`src/rtl/lsu_req_ctrl.sv`:
```
// lsu_req_ctrl: single-outstanding load/store bus request controller.
// Latches the access at issue, drives the bus from registers, and returns the raw read word.
module lsu_req_ctrl (
  input  logic        clk,
  input  logic        rst,
  input  logic        ex_ls_ena,
  input  logic [3:0]  ex_ls_sel,
  input  logic [31:0] ex_ls_addr,
  input  logic [31:0] ex_rt_data,
  input  logic        ex_has_exception,
  input  logic        flush,
  output logic        ls_stall,
  output logic [31:0] ls_rdata,
  output logic        ls_rdata_valid,
  output logic        data_req,
  output logic        data_wr,
  output logic [1:0]  data_size,
  output logic [31:0] data_addr,
  output logic [3:0]  data_wstrb,
  output logic [31:0] data_wdata,
  input  logic        data_addr_ok,
  input  logic        data_data_ok,
  input  logic [31:0] data_rdata
);
  localparam logic [3:0] LS_LB = 4'd0, LS_LBU = 4'd1, LS_LH = 4'd2, LS_LHU = 4'd3, LS_LW = 4'd4;
  localparam logic [3:0] LS_LWL = 4'd5, LS_LWR = 4'd6;
  localparam logic [3:0] LS_SB = 4'd8, LS_SH = 4'd9, LS_SW = 4'd10, LS_SWL = 4'd11, LS_SWR = 4'd12;
  typedef enum logic [1:0] {IDLE, REQ, WAIT, CANCEL} state_t;
  state_t      r_state;
  logic        r_wr, r_valid;
  logic [1:0]  r_size;
  logic [3:0]  r_wstrb;
  logic [31:0] r_addr, r_wdata, r_rdata;
  logic        w_start, w_done, w_unal;
  logic [1:0]  w_a, w_size;
  logic [3:0]  w_wstrb;
  logic [31:0] w_addr, w_wdata;
  always_comb begin
    w_a = ex_ls_addr[1:0];
    w_unal = ex_ls_sel inside {LS_LWL, LS_LWR, LS_SWL, LS_SWR};
    w_size = w_unal ? 2'd2 :
             ex_ls_sel inside {LS_LB, LS_LBU, LS_SB} ? 2'd0 :
             ex_ls_sel inside {LS_LH, LS_LHU, LS_SH} ? 2'd1 : 2'd2;
    w_addr = w_unal ? {ex_ls_addr[31:2], 2'b00} : ex_ls_addr;
    w_wstrb = ex_ls_sel == LS_SB  ? 4'b0001 << w_a :
              ex_ls_sel == LS_SH  ? (w_a[1] ? 4'b1100 : 4'b0011) :
              ex_ls_sel == LS_SW  ? 4'b1111 :
              ex_ls_sel == LS_SWL ? 4'b1111 >> ~w_a :
              ex_ls_sel == LS_SWR ? 4'b1111 << w_a : 4'b0000;
    w_wdata = ex_ls_sel == LS_SB  ? {4{ex_rt_data[7:0]}} :
              ex_ls_sel == LS_SH  ? {2{ex_rt_data[15:0]}} :
              ex_ls_sel == LS_SWL ? ex_rt_data >> {~w_a, 3'b000} :
              ex_ls_sel == LS_SWR ? ex_rt_data << {w_a, 3'b000} : ex_rt_data;
    w_start = r_state == IDLE && ex_ls_ena && !ex_has_exception && !flush && !rst;
    // a flushed request whose response arrives with acceptance is dropped, not completed
    w_done = (r_state == REQ && data_addr_ok && data_data_ok && !flush) ||
             (r_state == WAIT && data_data_ok);
  end
  assign ls_stall = w_start || (r_state == REQ && !(data_addr_ok && data_data_ok)) ||
                    (r_state == WAIT && !data_data_ok) || (r_state == CANCEL && ex_ls_ena);
  assign ls_rdata = r_rdata;
  assign ls_rdata_valid = r_valid;
  assign data_req = r_state == REQ;
  assign data_wr = r_wr;
  assign data_size = r_size;
  assign data_addr = r_addr;
  assign data_wstrb = r_wstrb;
  assign data_wdata = r_wdata;
  always_ff @(posedge clk) begin
    if (rst) begin
      r_state <= IDLE;
      r_wr <= 1'b0;
      r_valid <= 1'b0;
      r_size <= 2'd0;
      r_wstrb <= 4'd0;
      r_addr <= 32'd0;
      r_wdata <= 32'd0;
      r_rdata <= 32'd0;
    end else begin
      r_valid <= w_done;
      if (w_done && !r_wr) r_rdata <= data_rdata;
      case (r_state)
        IDLE: if (w_start) begin
          r_state <= REQ;
          r_wr <= ex_ls_sel[3];
          r_size <= w_size;
          r_addr <= w_addr;
          r_wstrb <= w_wstrb;
          r_wdata <= w_wdata;
        end
        REQ: if (data_addr_ok) r_state <= data_data_ok ? IDLE : flush ? CANCEL : WAIT;
             else if (flush) r_state <= IDLE;
        WAIT: if (data_data_ok) r_state <= IDLE;
              else if (flush) r_state <= CANCEL;
        CANCEL: if (data_data_ok) r_state <= IDLE;
        default: r_state <= IDLE;
      endcase
    end
  end
endmodule

```
`config.mk`:
```
export PLATFORM = sky130hd
export DESIGN_NAME = lsu_req_ctrl
export DESIGN_NICKNAME = d
export VERILOG_FILES = /design/src/rtl/lsu_req_ctrl.sv
export SDC_FILE = /design/constraint.sdc
export NUM_CORES = 1
export LEC_CHECK = 0
export ABC_AREA = 1
export CAP_MARGIN = 20
export CORE_MARGIN = 1
export CORE_UTILIZATION = 33
export DETAILED_ROUTE_END_ITERATION = 7
export PLACE_DENSITY = 0.74
export SETUP_SLACK_MARGIN = 0.05
export SLEW_MARGIN = 0
export SYNTH_ARGS = -nofsm -noshare
export SYNTH_HDL_FRONTEND = slang
export SYNTH_SLANG_ARGS = --single-unit
export TNS_END_PERCENT = 30
```
`constraint.sdc`:
```
create_clock -name clk -period 2.8 [get_ports clk]
set_clock_uncertainty 0.1 [all_clocks]
set_input_delay 0.42 -clock clk [delete_from_list [all_inputs] [get_ports clk]]
set_output_delay 0.42 -clock clk [all_outputs]
set_load 0.05 [all_outputs]
```
# --- Word level (Yosys, flattened, before mapping) ---
# Cells that the tools add are included.
# Widths: inputs -> output; s select.
classes:
  mux: 23
  bitwise_logic: 1
  reduce_logical: 30
  eq_ne: 17
  n_shift: 5
ops:
  columns: ["operator", "count"]
  rows:
  - ["$mux 32", 4]
  - ["$shl 32x5->32", 1]
  - ["$shr 32x5->32", 1]
  - ["$mux 4", 6]
  - ["$mux 2", 11]
  - ["$eq 4x4->1 const B", 5]
  - ["$logic_and 1x1->1", 13]
  - ["$eq 4x2->1 const B", 2]
  - ["$eq 4x3->1 const B", 2]
  - ["$pmux 2 s4", 1]
  - ["$logic_not 1->1", 6]
  - ["$reduce_bool 3->1", 2]
  - ["$eq 2x2->1 const B", 2]
  - ["$eq 4x1->1 const B", 1]
  - ["$logic_not 4->1", 1]
  - ["$logic_or 1x1->1", 4]
  - ["$ne 2x2->1 const B", 2]
  - ["$reduce_and 4->1", 1]
  - ["$reduce_bool 4->1", 1]
  - ["$shl 1x2->4 const A", 1]
  - ["$shl 4x2->4 const A", 1]
  - ["$shr 4x2->4 const A", 1]
  - ["$ne 3x2->1 const B", 1]
  - ["$ne 3x3->1 const B", 1]
  - ["5 further kinds", 5]
word_totals:
  register_bits: 106
  out_inout_bits: 106
  elab_cells: 84
  in_bits: 107

# --- Depth between registers and ports, before layout ---
depth:
  depth_word: 8
  depth_mapped: 9
  depth_no_buf: 9

# --- Least setup slack after synthesis ---
# OpenSTA, ideal clock, no wires.
synth_timing:
  kind: "input -> output"
  startpoint: "in rst"
  endpoint: "out ls_stall"
  setup_slack_ns: 0.603
  stages: 5
  path_buffers: 2
  t_arrival_ns: 1.677
  t_required_ns: 2.280
  cell_sequence: "clkbuf_1 nor2_1 nand3_2 buf_1 nand4_1"
synth_via:
  elab_chain_len: 5
synth_rtl:
  columns: ["item", "line_no", "text"]
  rows:
  - ["from (decl)", "5", "input logic rst,"]
  - ["$logic_not 1->1", "54", "w_start = r_state == IDLE && ex_ls_ena && !ex_has_exception && !flush && !rst;"]
  - ["$logic_and 1x1->1", "54", null]
  - ["$logic_or 1x1->1 (2 in series)", "59", "assign ls_stall = w_start || (r_state == REQ && !(data_addr_ok && data_data_ok)) ||"]
  - ["$logic_or 1x1->1", "60", "(r_state == WAIT && !data_data_ok) || (r_state == CANCEL && ex_ls_ena);"]
  - ["to (decl)", "12", "output logic ls_stall,"]
# No other way between the ends.

# --- Worst setup path after layout ---
layout_timing:
  startpoint: "in ex_ls_sel[1]"
  endpoint: "reg r_wdata[11] (netlist: data_wdata[11])"
layout_via:
  elab_chain_len: 5
layout_rtl:
  columns: ["item", "line_no", "text"]
  rows:
  - ["from (decl)", "7", "input logic [3:0] ex_ls_sel,"]
  - ["$eq 4x4->1", "53", "ex_ls_sel == LS_SWR ? ex_rt_data << {w_a, 3'b000} : ex_rt_data;"]
  - ["$mux 32", "53", null]
  - ["$mux 32", "52", "ex_ls_sel == LS_SWL ? ex_rt_data >> {~w_a, 3'b000} :"]
  - ["$mux 32", "51", "ex_ls_sel == LS_SH ? {2{ex_rt_data[15:0]}} :"]
  - ["$mux 32 *", "50", "w_wdata = ex_ls_sel == LS_SB ? {4{ex_rt_data[7:0]}} :"]
  - ["to (signal assigned)", "89", "r_wdata <= w_wdata;"]
  - ["to (decl)", "33", "logic [31:0] r_addr, r_wdata, r_rdata;"]
# Mark *: on every way between the ends. The rest lies on a longest branch, timed or not.
# A chain may end at the register's enable or synchronous reset.

==> results by group <==
Die
  • Chip width: 131 um
  • Die area: 17100 um^2
  • Placement Rows: 46
  • Die height: 131 um
  • IO Count: 213
  • Initial Util: 34.2%
  • Core ar.: 16100 um^2

Placement
  • # port buffers: 212
  • GPL Wtd Cong: 0.863
  • Post-DP HPWL: 13.1 mm
  • DP Cell Count: 1240

Setup path
  • CP max-delay cell: nor2_1
  • Stages on worst setup path: 9
  • CP Cell Sequence: clkdlybuf4s50_1 -> inv_2 -> nand2_1 -> nor2_4 -> nor2_1 -> nand2_1 -> nand3_1 -> nand2_1 -> a21oi_1
  • R2R Path Start: r_state[0]$_SDFFE_PP0P_
  • Top cell by count, worst path: nand2_1
  • Bufs and invs on worst path: 2
  • Startpoint Class: input port
  • Flop-to-flop setup slack: 0.73 ns
  • Crit path DAT: 2.63 ns
  • R2R depth: 6
  • Crit end category: register
  • R2R Path End: data_wstrb[2]$_SDFFE_PP0P_
  • Max Fanout on Critical Path: 12
  • Last element of the critical path: data_wdata[11]$_SDFFE_PP0P_
  • Critical Path RT: 2.99 ns
  • Worst setup startpoint: ex_ls_sel[1]
  • Crit-path max cell delay: 0.91 ns
  • Worst path top cell family by delay: simple AND/OR/NAND/NOR gates
  • Setup CP Type: input port to register

Global route
  • Grt ovf: 0
  • Total track usage: 21.9%
  • Vias in the first global route: 5815
  • Largest net degree at the start of global routing: 81
  • First-pass GRT wire length: 29.5 mm
  • Initial antenna violation count: 0

Clock tree
  • CTS buffer count: 9
  • Maximum clock path buffer count: 2
  • Hold Buf Count CTS: 0
  • Root Buffer Master: clkbuf_16
  • Postcts setup bufs: 0
  • Clock-pin slew on the worst setup and hold paths: 0.07 ns
  • CTS Sinks: 106
  • H-tree Lvls: 3
  • Worst skew pair latency: 0.35 ns
  • PostCTS Resize Cnt: 0
  • TritonCTS clock tree: yes

Power
  • Pwr dens: 463 nW/um^2
  • Total Power: 3.75 mW
  • Static Leak: 3.19 nW
  • Peak VDD IR: 392 uV

Timing
  • Final Hold Viols: 0
  • Setup TNS: 0 ns
  • Crit path time final: 2.44 ns
  • Final period utilization: 87.2%
  • RSZ-0062 raised after global routing: no
  • Fmax: 0.410 GHz
  • Slew Limit Fails: 0
  • Pin slew with the least headroom to its limit: 1.20 ns
  • Rel. slew slack: 19.5%
  • Setup-failing EPs final: 0

Detailed routing
  • DRC Markers: 0
  • Post-Route WL: 19.0 mm
  • Antenna-violating nets left: 0
  • Number of vias in the routed layout: 6446
  • DRT Pass-1 Iters: 5
  • Iteration-0 DRC Markers: 492
  • Drt wl/cell: 15.1 um
  • Vias per std cell: 5.13

Layout
  • Non-filler cells, final: 1256
  • # fillers: 1609
  • Antenna cells: 0
  • Fin nets: 1142
  • Synthesis-to-layout area growth: 47.8%
  • Share of cells above drive strength 1: 6.06%

Synth
  • Mean post-synth cell area: 6.46 um^2
  • Sequential area share after synthesis: 38.7%
  • Yosys warns: 0
  • Post-synthesis cell count: 849
  • Synth Flop Type: dfxtp_1
  • Mapped Area: 5480 um^2
  • Synth unique cells: 28
  • Post-synthesis register bit count: 106
  • Synth area leaders: dfxtp_1 (39%), nand2_1 (22%), a21oi_1 (9.9%), nand3_1 (9.0%), nand4_1 (3.9%)
  • Synth cell count leaders: nand2_1 (319), a21oi_1 (109), dfxtp_1 (106), nand3_1 (99), nor2_1 (37)
  • Post-synthesis async set-or-reset flop share: 0%
  • Mapped Nets: 956
  • Cell taking the most area after synthesis: dfxtp_1
  • Top cell type's share of synthesized area: 38.7%
  • Most frequent cell after synthesis: nand2_1
  • Post-synth EDFFs: 0

Flow run
  • Max-Cap Viols: 0

Run status
  • Status: completed

Min path
  • Hold Crit Class: input port to register
==> stage by stage <==
step / cell area, um^2 / setup WS (ns) / hold WS (ns) / util, %
after global placement: 7790 / 0.158 / 0.348 / 48.5
final: 8110 / 0.359 / 0.295 / 50.5
after floorplan: 5480 / 0.603 / 0.464 / -
after detailed placement: 7790 / 0.0646 / 0.354 / 48.5
after global routing: 8110 / 0.257 / 0.319 / 50.5
after CTS: 8110 / 0.358 / 0.295 / 50.5
==> layer usage <==
metal	up-vias	track usage, %	routed length (um)
met1	2909	29.2	8230
met5	-	0	0
met3	38	5.01	1740
met4	0	10.2	487
met2	298	33.6	8570
li1	3201	-	-
==> cell families (layout without fill, tap and decap cells) <==
| family | count (synthesis) | count (layout) | synth area share, % |
|---|---|---|---|
| and+or+nand+nor | 499 | 499 | 39.0 |
| AOI/OAI and AO/OA | 158 | 158 | 15.4 |
| DFF | 106 | 106 | 38.7 |
| buffers and inverters | 86 | 277 | 6.96 |
==> cells in the final DEF, fill, tap and decap left out, drive strengths merged <==
master         count
a211oi             4
a21oi            109
a22oi              2
a31oi              2
buf               24
bufinv             1
clkbuf            10
clkdlybuf4s50    210
clkinv             4
dfxtp            106
inv               28
nand2            320
nand3            102
nand4             34
nor2              41
nor3               2
o211ai             1
o21ai             40
==> tightest hold or removal path, cell delays in order <==
cell and delay (ns):
buf_2 0.11, inv_1 0.08, nand2_1 0.07, nor2_1 0.03
==> registers in the layout, indices dropped and copies added, names as in the netlist <==
register,count
data_wr,1
ls_rdata_valid,1
data_wstrb,4
data_addr,32
data_wdata,32
ls_rdata,32
data_size,2
r_state,2
==> worst min-delay path by stage <==
| stage | from | endpoint | slack (ns) | cells past startpoint |
|---|---|---|---|---|
| floorplan | ex_ls_addr[25] | data_addr[25]$_SDFFE_PP0P_ | 0.46 | 2 |
| CTS | rst | r_state[0]$_SDFFE_PP0P_ | 0.30 | 4 |
| finish | rst | r_state[0]$_SDFFE_PP0P_ | 0.29 | 4 |
| detailed placement | ls_rdata[7]$_SDFFE_PP0P_ | ls_rdata[7]$_SDFFE_PP0P_ | 0.35 | 2 |
| global route | rst | r_state[0]$_SDFFE_PP0P_ | 0.32 | 4 |
| global placement | ls_rdata[11]$_SDFFE_PP0P_ | ls_rdata[11]$_SDFFE_PP0P_ | 0.35 | 2 |
==> power by group <==
group / total [mW] / switching (mW) / internal [mW] / leakage, nW
logic: 0.815 / 0.494 / 0.322 / 2.18
registers: 1.57 / 0.0268 / 1.55 / 0.857
clock network: 1.36 / 0.641 / 0.719 / 0.153
==> layout make-up <==
class | count | area [um^2] | share of cell area (%)
timing repair buffer | 234 | 2320 | 28.6
clock buffer | 10 | 229 | 2.82
sequential | 106 | 2120 | 26.2
tap | 216 | 270 | 3.33
clock inverter | 6 | 86.3 | 1.06
inverter | 27 | 101 | 1.25
multi-input combinational | 657 | 2980 | 36.8
(Power assumes the default switching activity.)
